## src/rtl/hamming_secded_pkg.sv

```systemverilog
// Shared types and sizing helpers for the SECDED Hamming codec family.
// Codeword layout: bit 0 overall parity, bits 2^k check bits, data ascending from bit 3.
package hamming_secded_pkg;

   typedef enum logic [1:0] {CLEAN, SEC, DED} ecc_class_t;

   function automatic int calc_checkb(input int width);
      int r;
      r = 0;
      for (int i = 30; i >= 1; i--) begin
         if ((1 << i) >= width + i + 1) r = i;
      end
      return r;
   endfunction

   function automatic int data_pos(input int i);
      int pos;
      int cnt;
      pos = 0;
      cnt = 0;
      // Walk non-power-of-two positions; 2*i+8 always covers the i-th one.
      for (int p = 3; p <= 2 * i + 8; p++) begin
         if ((p & (p - 1)) != 0) begin
            if (cnt == i && pos == 0) pos = p;
            cnt++;
         end
      end
      return pos;
   endfunction

endpackage

```

## src/rtl/hamming_secded_core.sv

```systemverilog
// Combinational SECDED decode: syndrome, overall parity, classification and data correction.
module hamming_secded_core
   import hamming_secded_pkg::*;
#(
   parameter int DATA_WIDTH = 11,
   localparam int N_CHECKB = calc_checkb(DATA_WIDTH),
   localparam int CW_WIDTH = DATA_WIDTH + N_CHECKB + 1
) (
   input  logic [CW_WIDTH-1:0]   hv_i,
   output logic [DATA_WIDTH-1:0] data_o,
   output logic                  sec_o,
   output logic                  ded_o,
   output logic [N_CHECKB-1:0]   syndrome_o
);

   localparam logic [N_CHECKB:0] CW_LIM = (N_CHECKB + 1)'(CW_WIDTH);

   function automatic logic [CW_WIDTH-1:0] cover_mask(input int k);
      logic [CW_WIDTH-1:0] m;
      m = '0;
      for (int p = 1; p < CW_WIDTH; p++) m[p] = ((p >> k) & 1) != 0;
      return m;
   endfunction

   logic       par;
   ecc_class_t cls;

   for (genvar gi = 0; gi < N_CHECKB; gi++) begin : g_syn
      assign syndrome_o[gi] = ^(hv_i & cover_mask(gi));
   end

   assign par = ^hv_i;

   // Odd parity with an out-of-range syndrome can only be a multi-bit error.
   always_comb begin
      cls = CLEAN;
      if (par) begin
         cls = ({1'b0, syndrome_o} < CW_LIM) ? SEC : DED;
      end else if (syndrome_o != '0) begin
         cls = DED;
      end
   end

   assign sec_o = (cls == SEC);
   assign ded_o = (cls == DED);

   for (genvar gi = 0; gi < DATA_WIDTH; gi++) begin : g_data
      localparam int DP = data_pos(gi);
      assign data_o[gi] = hv_i[DP] ^ (sec_o && (syndrome_o == N_CHECKB'(DP)));
   end

endmodule

```

## src/rtl/hamming_secded_dec_pipe.sv

```systemverilog
// Pipelined SECDED decoder with valid/ready handshake, saturating SEC/DED counters and sticky flags.
// Optional error-syndrome log enabled by defining HAMMING_SECDED_ERR_LOG_EN.
module hamming_secded_dec_pipe
   import hamming_secded_pkg::*;
#(
   parameter int DATA_WIDTH  = 11,
   parameter int COUNT_WIDTH = 16,
   localparam int N_CHECKB = calc_checkb(DATA_WIDTH),
   localparam int CW_WIDTH = DATA_WIDTH + N_CHECKB + 1
) (
   input  logic                   clk_i,
   input  logic                   rst_i,
   input  logic                   in_valid_i,
   output logic                   in_ready_o,
   input  logic [CW_WIDTH-1:0]    hv_i,
   output logic                   out_valid_o,
   input  logic                   out_ready_i,
   output logic [DATA_WIDTH-1:0]  data_o,
   output logic                   sec_o,
   output logic                   ded_o,
`ifdef HAMMING_SECDED_ERR_LOG_EN
   output logic [N_CHECKB-1:0]    err_syn_o,
   output logic                   err_log_valid_o,
`endif
   input  logic                   clear_i,
   output logic [COUNT_WIDTH-1:0] sec_cnt_o,
   output logic [COUNT_WIDTH-1:0] ded_cnt_o,
   output logic                   sec_sticky_o,
   output logic                   ded_sticky_o
);

   logic [DATA_WIDTH-1:0] core_data;
   logic                  core_sec;
   logic                  core_ded;
   logic [N_CHECKB-1:0]   syn;

   hamming_secded_core #(.DATA_WIDTH(DATA_WIDTH)) u_core (
      .hv_i       (hv_i),
      .data_o     (core_data),
      .sec_o      (core_sec),
      .ded_o      (core_ded),
      .syndrome_o (syn)
   );

   logic                  accept;
   logic                  out_valid_q, out_valid_d;
   logic [DATA_WIDTH-1:0] data_q, data_d;
   logic                  sec_q, sec_d;
   logic                  ded_q, ded_d;

   assign in_ready_o = ~out_valid_q | out_ready_i;
   assign accept     = in_valid_i & in_ready_o;

   always_comb begin
      out_valid_d = out_valid_q;
      data_d      = data_q;
      sec_d       = sec_q;
      ded_d       = ded_q;
      if (accept) begin
         out_valid_d = 1'b1;
         data_d      = core_data;
         sec_d       = core_sec;
         ded_d       = core_ded;
      end else if (out_ready_i) begin
         out_valid_d = 1'b0;
      end
   end

   always_ff @(posedge clk_i) begin
      if (rst_i) begin
         out_valid_q <= 1'b0;
         data_q      <= '0;
         sec_q       <= 1'b0;
         ded_q       <= 1'b0;
      end else begin
         out_valid_q <= out_valid_d;
         data_q      <= data_d;
         sec_q       <= sec_d;
         ded_q       <= ded_d;
      end
   end

   assign out_valid_o = out_valid_q;
   assign data_o      = data_q;
   assign sec_o       = sec_q;
   assign ded_o       = ded_q;

   // Index 0 tracks SEC events, index 1 tracks DED events.
   logic [1:0]                  evt;
   logic [1:0][COUNT_WIDTH-1:0] cnt_w;
   logic [1:0]                  sticky_w;

   assign evt = {accept & core_ded, accept & core_sec};

   for (genvar gi = 0; gi < 2; gi++) begin : g_cnt
      logic [COUNT_WIDTH-1:0] cnt_q, cnt_d;
      logic                   sticky_q, sticky_d;

      always_comb begin
         cnt_d    = cnt_q;
         sticky_d = sticky_q;
         if (clear_i) begin
            cnt_d    = '0;
            sticky_d = 1'b0;
         end else if (evt[gi]) begin
            sticky_d = 1'b1;
            if (cnt_q != '1) cnt_d = cnt_q + 1'b1;
         end
      end

      always_ff @(posedge clk_i) begin
         if (rst_i) begin
            cnt_q    <= '0;
            sticky_q <= 1'b0;
         end else begin
            cnt_q    <= cnt_d;
            sticky_q <= sticky_d;
         end
      end

      assign cnt_w[gi]    = cnt_q;
      assign sticky_w[gi] = sticky_q;
   end

   assign sec_cnt_o    = cnt_w[0];
   assign ded_cnt_o    = cnt_w[1];
   assign sec_sticky_o = sticky_w[0];
   assign ded_sticky_o = sticky_w[1];

`ifdef HAMMING_SECDED_ERR_LOG_EN
   logic [N_CHECKB-1:0] err_syn_q, err_syn_d;
   logic                log_valid_q, log_valid_d;

   // Only the first event after a clear is captured; later events leave the log frozen.
   always_comb begin
      err_syn_d   = err_syn_q;
      log_valid_d = log_valid_q;
      if (clear_i) begin
         err_syn_d   = '0;
         log_valid_d = 1'b0;
      end else if (!log_valid_q && (evt != 2'b00)) begin
         err_syn_d   = syn;
         log_valid_d = 1'b1;
      end
   end

   always_ff @(posedge clk_i) begin
      if (rst_i) begin
         err_syn_q   <= '0;
         log_valid_q <= 1'b0;
      end else begin
         err_syn_q   <= err_syn_d;
         log_valid_q <= log_valid_d;
      end
   end

   assign err_syn_o       = err_syn_q;
   assign err_log_valid_o = log_valid_q;
`else
   logic unused_syn;
   assign unused_syn = ^syn;
`endif

endmodule

```

## config.mk

```make
export PLATFORM = sky130hd
export DESIGN_NAME = hamming_secded_dec_pipe
export DESIGN_NICKNAME = d
export VERILOG_FILES = /design/src/rtl/hamming_secded_pkg.sv /design/src/rtl/hamming_secded_core.sv /design/src/rtl/hamming_secded_dec_pipe.sv
export SDC_FILE = /design/constraint.sdc
export NUM_CORES = 1
export LEC_CHECK = 0
export ABC_AREA = 1
export CORE_MARGIN = 4
export CORE_UTILIZATION = 25
export DETAILED_ROUTE_END_ITERATION = 10
export GPL_TIMING_DRIVEN = 0
export PLACE_DENSITY = 0.52
export SYNTH_ARGS = -nofsm -noshare
export SYNTH_HDL_FRONTEND = slang
export SYNTH_HIERARCHICAL = 1
export SYNTH_SLANG_ARGS = --single-unit
```

## constraint.sdc

```tcl
create_clock -name clk_i -period 2.23 [get_ports clk_i]
set_input_delay 0.223 -clock clk_i [delete_from_list [all_inputs] [get_ports clk_i]]
set_output_delay 0.223 -clock clk_i [all_outputs]
set_load 0.005 [all_outputs]
```

==> results of run 1 <==
## sequential cells by signal, summed over array words and instances, names as in the netlist
name,count
sec_sticky_o,1
data_o,11
ded_o,1
out_valid_o,1
sec_cnt_o,16
ded_sticky_o,1
sec_o,1
ded_cnt_o,16
## critical path, cell delays in order
cell,delay [ns]
dlygate4sd2_1,0.28
inv_1,0.09
nand2_1,0.06
nand2_1,0.10
nand2_1,0.07
nand2_2,0.09
nand2_2,0.09
nand2_8,0.10
nor2_4,0.07
or2_4,0.28
nor2_4,0.11
nand3_4,0.16
clkinv_4,0.11
buf_12,0.10
nand2_1,0.05
nor2_2,0.10
nand3_1,0.07
nand2_1,0.06
nor2_1,0.05
## path summary, 6_finish.rpt
path,from,to,depth (start not counted)
max reg2reg,sec_cnt_o[0]$_SDFFE_PP0P_,sec_cnt_o[12]$_SDFFE_PP0P_,8
min,hv_i[7],data_o[3]$_SDFFE_PP0N_,5
min reg2reg,ded_o$_SDFFE_PP0N_,ded_o$_SDFFE_PP0N_,2
max,hv_i[12],ded_cnt_o[15]$_SDFFE_PP0P_,19
## layout make-up
class | instances | area [um2]
inverter | 55 | 213
clock buffer | 6 | 139
clock inverter | 2 | 13.8
fill | 1486 | 8810
multi-input combinational | 480 | 2300
buffer | 10 | 63.8
sequential | 48 | 961
timing repair buffer | 75 | 733
tap | 176 | 220
## logic make-up (layout without fill, tap and decap cells)
group | Yosys count | count (layout)
AND/OR/NAND/NOR | 424 | 424
buffers and inverters | 65 | 148
AO/OA/AOI/OAI | 49 | 49
flip-flops | 48 | 48
XOR/XNOR | 5 | 5
adder cells (fa/ha/maj) | 2 | 2
## through the flow
stage | power, mW | setup TNS [ns] | util | cell area, um2 | hold slack, ns
after global placement | 1.40 | -11.24 | 0.324 | 4360 | 0.454
after global routing | 2.37 | 0 | 0.345 | 4640 | 0.335
final | 2.23 | 0 | 0.345 | 4640 | 0.319
after CTS | 2.24 | 0 | 0.338 | 4550 | 0.306
after floorplan | 1.24 | 0 | - | 3480 | 0.292
after detailed placement | 1.42 | -13.22 | 0.324 | 4360 | 0.458
## cell usage in the layout, fill, tap and decap left out, types with 2 or more instances in the layout
| cell type | count |
|---|---|
| nand2_4 | 6 |
| o21a_1 | 2 |
| clkinv_2 | 2 |
| buf_4 | 9 |
| o21ai_0 | 6 |
| buf_2 | 3 |
| inv_2 | 11 |
| o21ai_1 | 3 |
| nand3_4 | 3 |
| xnor2_1 | 3 |
| a21oi_1 | 36 |
| nand4_1 | 12 |
| nand2_2 | 24 |
| nor2_2 | 5 |
| clkdlybuf4s50_1 | 53 |
| nor2_1 | 84 |
| clkbuf_2 | 3 |
| nand2_1 | 226 |
| nand3_2 | 2 |
| ha_1 | 2 |
| xor2_1 | 2 |
| dfxtp_1 | 48 |
| inv_1 | 41 |
| dlymetal6s2s_1 | 4 |
| buf_6 | 3 |
| nor2_4 | 10 |
| dlygate4sd2_1 | 5 |
| nand3_1 | 47 |
| clkbuf_16 | 5 |
| clkbuf_1 | 3 |
## power groups by stage
stage	logic [mW]	clock network, mW	registers, mW
after floorplan	0.318	0	0.918
after global placement	0.484	0	0.920
after detailed placement	0.496	0	0.921
after CTS	0.511	0.831	0.901
after global routing	0.606	0.862	0.904
final	0.540	0.794	0.901
## per-layer routing
metal  up-vias  global-route usage  part of all wire
met5         -                   0                 0
met4         0              0.0416             0.012
met3         4              0.0229             0.037
met2        57               0.227              0.50
met1      1713               0.155              0.45
li1       2026                   -                 -
## repair_timing
item | 4_1_cts | 5_1_grt
pin swaps | 0 | 6
gates resized for setup | 13 | 29
setup endpoints to repair | 27 | 29
setup buffers | 5 | 4
==> metrics.cfg, run 1 <==
[run_status]
status=completed

[pwr]
power_density_nw_per_um2=482
p_int_mw=1.55
p_leak_nw=2.00
share_comb_of_total_power=0.242
switchingPower_mw=0.685
p_clk_frac=0.355
worst_ir_drop_vdd_v=0.000308
seqPwrFrac=0.403
p_sw_frac=0.307

[cells_and_area]
antennaDiodeCount=0
syn2layout_area_growth_pct=33.4
final_cells=852
finalNetCount=698
drive_gt1_frac=0.139

[clock_tree]
clock_sinks=48
htreeDepth=2
hold_buffers=0
cts_tree=done
numCtsBuffers=5
path_clk_slew_ns=0.07
clockBufferDepth=2
clock-root-buffer=clkbuf_16
clk_latency_ns=0.29

[synth]
synth_edf_count=0
synthTopCellsByArea=dfxtp_1 (28%), nand2_1 (25%), nor2_1 (9.5%), nand3_1 (6.8%), a21oi_1 (5.2%)
synth_nets=616
yosysTopAreaCellShare=0.276
ys_warn_count=6
synth-compound-area-share=0.0730
synth_cell_types=31
yosysTopAreaCell=dfxtp_1
syn_area_per_cell_um2=5.86
async_flop_share=0
syn_inst=593
synthXorXnorAreaFrac=0.0126
synth_seq_cells=48
synth-simple-area-share=0.553
synthFlopType=dfxtp_1
synthTopCellsByCount=nand2_1 (233), nor2_1 (88), dfxtp_1 (48), nand3_1 (47), inv_1 (43)
synth.yosys.seq_area_share=0.276
synth_top_family_by_area=simple AND/OR/NAND/NOR gates
synthMuxAreaShare=0
yosysMostFrequentCell=nand2_1
synthAdderAreaFrac=0.00720
synthesis.area_um2=3480

[global_routing]
overflow=0
grt_max_degree=16
grt_pass1_vias=3659
grt_pass1_wl_mm=17.1
track_usage=0.127
antenna_found_initial=0

[critical_path]
worst-r2r-setup-slack_ns=0.58
crit_required_ns=2.42
endpoint_kind=flip-flop
cp_max_fo=9
worstPathArrival_ns=2.28
critPathKind=input port to flip-flop
startpoint_type=input port

[die]
die-area_um2=15900
placementRows=42
coreArea_um2=13500
die_y_um=126
die_x_um=126
ios=70
initial_core_util=0.258

[timing]
fmax_mhz=477
period_share=0.940
rsz0062_at_grt=no
slew_headroom=0.633
worst_slack_ns=0.134
period_needed_ns=2.10
maxSlewViolCount=0
worst_pin_slew_ns=0.550
skew_ns=0.00662
setup_viol=0
hold_violations=0

[placed_design]
io_buffers=66
place_congestion=0.864
post-place-ws_ns=-0.631
place_hpwl_mm=8.11
dp.cells=835

[job]
cap_violations=0

[drt]
wirelength_mm=10.1
first_pass_iters=5
routedWlPerCell_um=11.8
first_iter_violations=200
viasPerCell=4.46
final_antenna_net_count=0
remaining_drc_errors=0
vias=3800

[min_path]
hold_path.class=input port to flip-flop

Note: power is estimated with default switching activity, not from simulation.
==> run 2: changes to the inputs <==
--- a/config.mk
+++ b/config.mk
@@ -9,8 +9,9 @@
 export CORE_MARGIN = 4
 export CORE_UTILIZATION = 25
 export DETAILED_ROUTE_END_ITERATION = 10
+export DONT_BUFFER_PORTS = 1
 export GPL_TIMING_DRIVEN = 0
-export PLACE_DENSITY = 0.52
+export PLACE_DENSITY = 0.45
 export SYNTH_ARGS = -nofsm -noshare
 export SYNTH_HDL_FRONTEND = slang
 export SYNTH_HIERARCHICAL = 1
==> metrics.cfg, run 2 (same netlist as run 1, synthesis figures left out) <==
[pwr]
worst_ir_drop_vdd_v=0.000252  ; was 0.000308 V
p_sw_frac=0.285  ; was 0.307
share_comb_of_total_power=0.171  ; was 0.242
p_int_mw=1.65  ; was 1.55 mW
switchingPower_mw=0.660  ; was 0.685 mW
p_clk_frac=0.436  ; was 0.355
power_density_nw_per_um2=593  ; was 482 nW/um2
p_leak_nw=1.69  ; was 2.00 nW
seqPwrFrac=0.392  ; was 0.403

[min_path]
worstHoldPathCells=3  ; was 5
hold_end=sec_cnt_o[0]$_SDFFE_PP0P_  ; was data_o[3]$_SDFFE_PP0N_
worstHoldStart=rst_i  ; was hv_i[7]
hold_path.class=input port to flip-flop  ; unchanged

[global_routing]
grt_pass1_vias=3283  ; was 3659
antenna_found_initial=0  ; unchanged
overflow=0  ; unchanged
grt_max_degree=17  ; was 16
grt_pass1_wl_mm=16.7  ; was 17.1 mm
track_usage=0.126  ; was 0.127

[clock_tree]
clk_latency_ns=0.30  ; was 0.29 ns
cts_setup_buffers=0  ; was 5
path_clk_slew_ns=0.08  ; was 0.07 ns
cts_tree=done  ; unchanged
clockBufferDepth=2  ; unchanged
numCtsBuffers=5  ; unchanged
clock_sinks=48  ; unchanged
clock-root-buffer=clkbuf_16  ; unchanged
htreeDepth=2  ; unchanged

[critical_path]
cp_max_fo=9  ; unchanged
path_cells=buf_4, inv_2, nand2_1, nand2_1, nand2_1, nand2_1, nand2_1, nand2_4, nor2_4, or2_4, nor2_2, nand3_4, inv_4, nand2_1, nor2_1, nand3_1, nand2_1, nor2_1  ; was dlygate4sd2_1, inv_1, nand2_1, nand2_1, nand2_1, nand2_2, nand2_2, nand2_8, nor2_4, or2_4, nor2_4, nand3_4, clkinv_4, buf_12, nand2_1, nor2_2, nand3_1, nand2_1, nor2_1
cp_slowest_cell=or2_4  ; was dlygate4sd2_1
crit_required_ns=2.41  ; was 2.42 ns
worst-r2r-setup-slack_ns=0.58  ; about the same
endpoint_kind=flip-flop  ; unchanged
critPathKind=input port to flip-flop  ; unchanged
crit_path_frequent_cell=nand2_1  ; unchanged
r2r_cells=8  ; unchanged
path_buf_inv=3  ; was 4
worstPathArrival_ns=2.15  ; was 2.28 ns
reg2reg_to=sec_cnt_o[14]$_SDFFE_PP0P_  ; was sec_cnt_o[12]$_SDFFE_PP0P_
startpoint_type=input port  ; unchanged
r2r_start=sec_cnt_o[0]$_SDFFE_PP0P_  ; unchanged
max_stage_delay_ns=0.27  ; was 0.28 ns
crit_family=simple AND/OR/NAND/NOR gates  ; unchanged

[timing]
maxSlewViolCount=0  ; unchanged
worst_slack_ns=0.264  ; was 0.134 ns
period_needed_ns=1.97  ; was 2.10 ns
skew_ns=0.0132  ; was 0.00662 ns
period_share=0.882  ; was 0.940
hold_violations=0  ; unchanged
worst_pin_slew_ns=0.573  ; was 0.550 ns
rsz0062_at_grt=no  ; unchanged
slew_headroom=0.618  ; was 0.633
fmax_mhz=509  ; was 477 MHz
setup_viol=0  ; unchanged

[placed_design]
post-place-ws_ns=-0.0824  ; was -0.631 ns
dp.cells=769  ; was 835
io_buffers=0  ; was 66
place_congestion=0.837  ; was 0.864
place_hpwl_mm=8.04  ; was 8.11 mm

[cells_and_area]
mostFrequentLayoutCell=nand2_1  ; unchanged
antennaDiodeCount=0  ; unchanged
syn2layout_area_growth_pct=12.3  ; was 33.4%
drive_gt1_frac=0.113  ; was 0.139
final_cell_mix=nand2_1 (233), nor2_1 (88), dfxtp_1 (48)  ; was nand2_1 (226), nor2_1 (84), clkdlybuf4s50_1 (53)
final_cells=778  ; was 852
finalNetCount=624  ; was 698

[die]
initial_core_util=0.258  ; unchanged
die-area_um2=15900  ; unchanged
placementRows=42  ; unchanged
coreArea_um2=13500  ; unchanged
die_y_um=126  ; unchanged
ios=70  ; unchanged
die_x_um=126  ; unchanged

[drt]
routedWlPerCell_um=12.8  ; was 11.8 um
first_pass_iters=5  ; unchanged
remaining_drc_errors=0  ; unchanged
final_antenna_net_count=0  ; unchanged
wirelength_mm=9.94  ; was 10.1 mm
vias=3513  ; was 3800
first_iter_violations=221  ; was 200
viasPerCell=4.52  ; was 4.46

[job]
cap_violations=0  ; unchanged

[run_status]
status=completed  ; unchanged

-- run 2: changes by cell type in the layout (fill, tap and decap cells not counted), sizes merged, moves of 2 or more --
| cell | change |
|---|---|
| clkbuf | -4 |
| clkinv | -2 |
| buf | -9 |
| dlygate4sd2 | -5 |
| dlymetal6s2s | -4 |
| clkdlybuf4s50 | -53 |
| bufinv | +2 |
-- run 2: worst max-delay path by stage --
stage                        from                          to  slack (ns)  depth (start not counted)
after CTS                 hv_i[5]  ded_cnt_o[14]$_SDFFE_PP0P_        0.22                         18
after detailed placement  hv_i[5]  ded_cnt_o[14]$_SDFFE_PP0P_       -0.08                         18
after global placement    hv_i[5]  ded_cnt_o[14]$_SDFFE_PP0P_       -0.04                         18
after global routing      hv_i[3]  ded_cnt_o[14]$_SDFFE_PP0P_        0.02                         20
final                     hv_i[5]  ded_cnt_o[14]$_SDFFE_PP0P_        0.26                         18
after floorplan           hv_i[5]  ded_cnt_o[14]$_SDFFE_PP0P_        0.25                         18
-- run 2: cell type report --
type | count | area, um2
flip-flops and latches | 48 | 961
fillers | 1568 | 9550
repair buffers | 1 | 10.0
plain buffers | 10 | 63.8
clock inverters | 3 | 68.8
clock buffers | 5 | 125
multi-input cells | 480 | 2240
inverters | 55 | 210
well taps | 176 | 220
-- run 2: routing by layer --
metal | up-vias | GRT usage | share of wire
met2 | 63 | 0.205 | 0.45
met3 | 6 | 0.0377 | 0.075
met4 | 0 | 0.0315 | 0.010
met5 | - | 0 | 0
li1 | 1891 | - | -
met1 | 1553 | 0.165 | 0.46
-- run 2: worst register-to-register path, stage by stage, from the launching register on --
cell	delay [ns]
dfxtp_1	0.42
ha_1	0.28
nand2_1	0.13
inv_1	0.10
nand2_1	0.06
nor2_1	0.28
nand4_1	0.15
nand2_1	0.08
nor2_1	0.04
-- run 2: repair_timing --
item,in CTS,in global routing
hold endpoints to repair,4,0
setup endpoints to repair,0,1
hold buffers,1,0
gates resized for setup,0,1
-- run 2: power by group through the flow --
| stage | combinational (mW) | clock (mW) | sequential (mW) |
|---|---|---|---|
| 2_1_floorplan | 0.318 | 0 | 0.918 |
| 3_3_place_gp | 0.391 | 0 | 0.930 |
| 3_5_place_dp | 0.397 | 0 | 0.931 |
| 4_1_cts | 0.400 | 1.04 | 0.910 |
| 5_1_grt | 0.452 | 1.07 | 0.912 |
| 6_report | 0.396 | 1.01 | 0.908 |
-- run 2: stage by stage --
| step | utilization | total power, mW | instance area, um2 | hold WS (ns) | TNS (ns) |
|---|---|---|---|---|---|
| 3_5_place_dp | 0.275 | 1.33 | 3700 | 0.296 | -0.193 |
| 4_1_cts | 0.290 | 2.35 | 3900 | 0.151 | 0 |
| 3_3_place_gp | 0.275 | 1.32 | 3700 | 0.294 | -0.0472 |
| 6_report | 0.290 | 2.31 | 3900 | 0.149 | 0 |
| 2_1_floorplan | - | 1.24 | 3480 | 0.292 | 0 |
| 5_1_grt | 0.290 | 2.43 | 3900 | 0.173 | 0 |
